--- src/rtl/lab8_monitor.sv ---
// Observer for the lab8 Gray-coded SET/CLR sequencer: predicts each next state,
// flags deviations, decodes the state to binary and counts natural wraps.
module lab8_monitor #(
  parameter int WRAP_W = 8,
  parameter int ERR_W  = 4
) (
  input  logic              clk,
  input  logic              reset,
  input  logic [0:1]        state,
  input  logic              SET,
  input  logic              CLR,
  output logic [1:0]        bin,
  output logic              locked,
  output logic              mismatch,
  output logic [ERR_W-1:0]  err_cnt,
  output logic [WRAP_W-1:0] wraps
);
  localparam logic [1:0] S0 = 2'b00, S1 = 2'b01, S2 = 2'b11, S3 = 2'b10;

  typedef enum logic {UNLOCKED, LOCKED} lock_t;

  lock_t             lock_q, lock_nxt;
  logic [1:0]        smp, prev_state, pred;
  logic              prev_set, prev_clr;
  logic              bad_q, bad_nxt;
  logic              mis_nxt;
  logic [ERR_W-1:0]  err_nxt;
  logic [WRAP_W-1:0] wraps_nxt;

  // Positional copy into a descending vector; state[0] is the MSB.
  assign smp    = state;
  assign locked = (lock_q == LOCKED);

  always_comb begin
    pred = S0;
    if (prev_clr)      pred = S0;
    else if (prev_set) pred = S2;
    else begin
      case (prev_state)
        S0:      pred = S1;
        S1:      pred = S2;
        S2:      pred = S3;
        default: pred = S0;
      endcase
    end
  end

  always_comb begin
    lock_nxt  = lock_q;
    bad_nxt   = bad_q;
    mis_nxt   = 1'b0;
    err_nxt   = err_cnt;
    wraps_nxt = wraps;
    case (lock_q)
      UNLOCKED: lock_nxt = LOCKED;
      default: begin
        // Written as match-else so an unknown sample falls into the mismatch path.
        if (smp == pred) begin
          bad_nxt = 1'b0;
          if (prev_state == S3 && !prev_set && !prev_clr && smp == S0 && wraps != '1)
            wraps_nxt = wraps + 1'b1;
        end else begin
          mis_nxt = 1'b1;
          if (err_cnt != '1) err_nxt = err_cnt + 1'b1;
          if (bad_q) begin
            lock_nxt = UNLOCKED;
            bad_nxt  = 1'b0;
          end else begin
            bad_nxt = 1'b1;
          end
        end
      end
    endcase
  end

  always_ff @(posedge clk) begin
    if (reset) begin
      lock_q     <= UNLOCKED;
      bad_q      <= 1'b0;
      prev_state <= S0;
      prev_set   <= 1'b0;
      prev_clr   <= 1'b0;
      bin        <= 2'd0;
      mismatch   <= 1'b0;
      err_cnt    <= '0;
      wraps      <= '0;
    end else begin
      lock_q     <= lock_nxt;
      bad_q      <= bad_nxt;
      prev_state <= smp;
      prev_set   <= SET;
      prev_clr   <= CLR;
      bin        <= {smp[1], smp[1] ^ smp[0]};
      mismatch   <= mis_nxt;
      err_cnt    <= err_nxt;
      wraps      <= wraps_nxt;
    end
  end
endmodule

--- config.mk ---
export PLATFORM = sky130hd
export DESIGN_NAME = lab8_monitor
export DESIGN_NICKNAME = d
export VERILOG_FILES = /design/src/rtl/lab8_monitor.sv
export SDC_FILE = /design/constraint.sdc
export NUM_CORES = 1
export LEC_CHECK = 0
export ABC_AREA = 1
export ABC_CLOCK_PERIOD_IN_PS = 1700
export CAP_MARGIN = 5
export CORE_MARGIN = 2
export CORE_UTILIZATION = 50
export DETAILED_ROUTE_END_ITERATION = 12
export PLACE_DENSITY_LB_ADDON = 0.25
export SETUP_SLACK_MARGIN = 0.3
export SLEW_MARGIN = 20
export SYNTH_ARGS = -nofsm -noshare
export SYNTH_HDL_FRONTEND = slang
export SYNTH_SLANG_ARGS = --single-unit
export TNS_END_PERCENT = 20
--- constraint.sdc ---
create_clock -name clk -period 1.7 [get_ports clk]
set_input_delay 0.17 -clock clk [delete_from_list [all_inputs] [get_ports clk]]
set_output_delay 0.17 -clock clk [all_outputs]
set_load 0.03 [all_outputs]
==> flow_summary_export.csv <==
group,metric,value,unit
run,drv_cap,0,
timing,setup_tns,0,ps
timing,maxSlewHeadroom,78.8,%
timing,fmax,0.635,GHz
synth,syn_area_per_cell,7.78,µm²
die,rows,17,
placed_design,gp_congestion,0.893,
placed_design,dp_cells,199,
synth,yosysUniqueCellTypes,26,
worst_setup_path,crit_buf_inv,1,
worst_setup_path,critical_path_peak_fanout,4,
timing,fin_crit_sh,92.6,%
final_layout,drive_gt1_share,21.7,%
global_route,grt_max_degree,15,
clocking,cts_num_sinks,20,
timing,finalHoldViolCount,0,
min_path,min_delay_path_depth,3,
timing,grt_setup_unrepaired,"yes",
timing,maxSlewViolCount,0,
worst_setup_path,crit_path_start_kind,"register",
worst_setup_path,cpLargestDelayFamily,"buffers and inverters",
die,dieArea,2700,µm²
routing,drt_iter0_markers,18,
routing,remaining_drc_errors,0,
die,die_h,52.0,µm
final_layout,finalNetCount,185,
worst_setup_path,reg2reg_depth,7,
global_route,first_global_vias,959,
worst_setup_path,reg2reg_slack,310,ps
power_and_ir_drop,leakage,0.717,nW
clocking,numCtsBuffers,3,
timing,clock_skew,1.83,ps
routing,vias,1026,
worst_setup_path,max_stage_delay,700,ps
power_and_ir_drop,powerDensity,748,nW/µm²
final_layout,finalNonFillerCells,203,
worst_setup_path,r2r_end,"wraps[2]",
worst_setup_path,crit_required,1530,ps
global_route,grtUsageTotal,20.4,%
die,pin_count,22,
synth,yosysWarnings,0,
clocking,ctsHoldBuffers,0,
final_layout,layout-area-overhead-vs-synth,28.5,%
placed_design,dp_hpwl,1880,µm
worst_setup_path,end_kind,"primary output",
worst_setup_path,cp.arrival,1400,ps
routing,routed_via_density,5.05,
die,die_w,52.0,µm
synth,yosysSeqAreaShare,34.8,%
timing,period_needed,1570,ps
synth,synth_cells,148,
min_path,hold_start,"SET",
worst_setup_path,path_class,"reg -> out",
timing,setup_viol,0,
global_route,antenna_found_initial,0,
clocking,cts_setup_buffers,0,
die,start_util,52.5,%
placed_design,numPortBuffers,21,
timing,worst_pin_slew,318,ps
final_layout,mostFrequentLayoutCell,"nand2_1",
worst_setup_path,timing.rr.start,"wraps[0]",
final_layout,layout_common_cells,"25 x nand2_1, 18 x nor2_1, 18 x dfxtp_1",
routing,wl,2460,µm
clocking,cts.clk_slew.worst_paths,120,ps
global_route,grt.overflow.total,0,
global_route,grt_first_pass_wirelength,4110,µm
synth,syn_area,1150,µm²
clocking,clk_latency,300,ps
routing,wl_per_cell,12.1,µm
routing,first_pass_iters,4,
power_and_ir_drop,peakVddDrop,0.841,mV
clocking,cts_buffer_depth,2,
final_layout,n_antenna_cell,0,
synth,synth_seq_cells,20,
routing,ant_nets,0,
status,status,"complete, no violations",
min_path,hold_path_class,"in -> reg",
die,coreArea,2190,µm²
clocking,cts_tree,"done",
clocking,root_buffer,"clkbuf_4",
worst_setup_path,crit_path_cell_trace,"clkdlybuf4s50_1",
min_path,hold_path_end,"prev_set",
clocking,cts_htree_levels,1,
worst_setup_path,slowest_stage,"clkdlybuf4s50_1",
timing,hold_slack,369,ps
synth,synth_nets,157,
==> state kept, by name, indices dropped and copies added (netlist names) <==
signal	flops
wraps	8
err_cnt	4
bin	2
bad_q	1
locked	1
mismatch	1
prev_clr	1
prev_set	1
prev_state	1
==> cells by family (layout without fill, tap and decap cells) <==
family,count (synthesis),after routing,share of synthesized area (%)
buffers and inverters,24,51,8.48
xor gates and xnor gates,5,5,3.81
DFF,20,20,34.8
adders and majority gates,3,3,3.26
AOI/OAI and AO/OA,12,12,5.22
and+or+nand+nor,84,84,44.5
==> layer usage <==
layer,vias to the layer above,global-route usage [%],routed length [µm]
li1,532,-,-
met1,472,25.0,1100
met2,18,35.4,1240
met3,4,1.72,76
met4,0,10.1,35
met5,-,0,0
==> how the worst max path moves through the flow <==
| stage | end | from | cells after the start |
|---|---|---|---|
| 2_1_floorplan | wraps[5] | wraps[1] | 7 |
| 3_3_place_gp | wraps[4] | state[0] | 8 |
| 3_5_place_dp | wraps[6] | state[0] | 8 |
| 4_1_cts | wraps[7] | wraps[7] | 1 |
| 5_1_grt | err_cnt[3] | err_cnt[3] | 1 |
| 6_report | err_cnt[1] | err_cnt[1] | 1 |
==> synth_stat cells (all sizes together) <==
master	instances	area [µm²]
a21oi	10	50.1
buf	2	12.5
clkbuf	1	3.75
dfxtp	20	400
ha	3	37.5
inv	21	81.3
nand2	35	176
nand3	11	100
nand3b	2	15.0
nand4	12	81.3
nor2	23	123
nor3	1	16.3
o21ai	2	10.0
xnor2	2	17.5
xor2	3	26.3
==> power breakdown <==
group	switching [mW]	internal (mW)	total, mW	leakage, nW
sequential	0.0152	0.490	0.505	0.165
clock	0.151	0.238	0.389	0.0279
combinational	0.131	0.0813	0.213	0.524
total	0.297	0.809	1.11	0.717
==> stage by stage <==
step	area [µm²]	util, %	setup WS, ps	total power, mW
2_1_floorplan	1150	-	348	0.656
4_1_cts	1470	67.0	106	1.11
3_5_place_dp	1420	64.8	47.5	0.729
5_1_grt	1480	67.5	81.2	1.15
6_report	1480	67.5	126	1.11
3_3_place_gp	1420	64.8	69.3	0.721
==> area by class of cell <==
| type | count | area [µm²] |
|---|---|---|
| Fill cell | 183 | 712 |
| Multi-Input combinational cell | 104 | 653 |
| Sequential cell | 20 | 403 |
| Timing Repair Buffer | 26 | 254 |
| Inverter | 21 | 81.3 |
| Tap cell | 28 | 35.0 |
| Clock inverter | 1 | 30.0 |
| Clock buffer | 3 | 22.5 |
==> worst reg2reg max path: stages (launching register included) <==
cell	delay [ps]
dfxtp_2	350
ha_1	240
nand3_2	130
nor2_4	50
nor2_2	220
nand3_2	140
nand2_1	100
a21oi_1	60
==> repair_timing <==
item / CTS / global route
pin swaps: 0 / 0
endpoints found under the setup margin: 16 / 23
endpoints found under the hold margin: 0 / 0
resized for setup: 3 / 4
gates cloned: 0 / 0
Power figures use the tool's default switching activity.
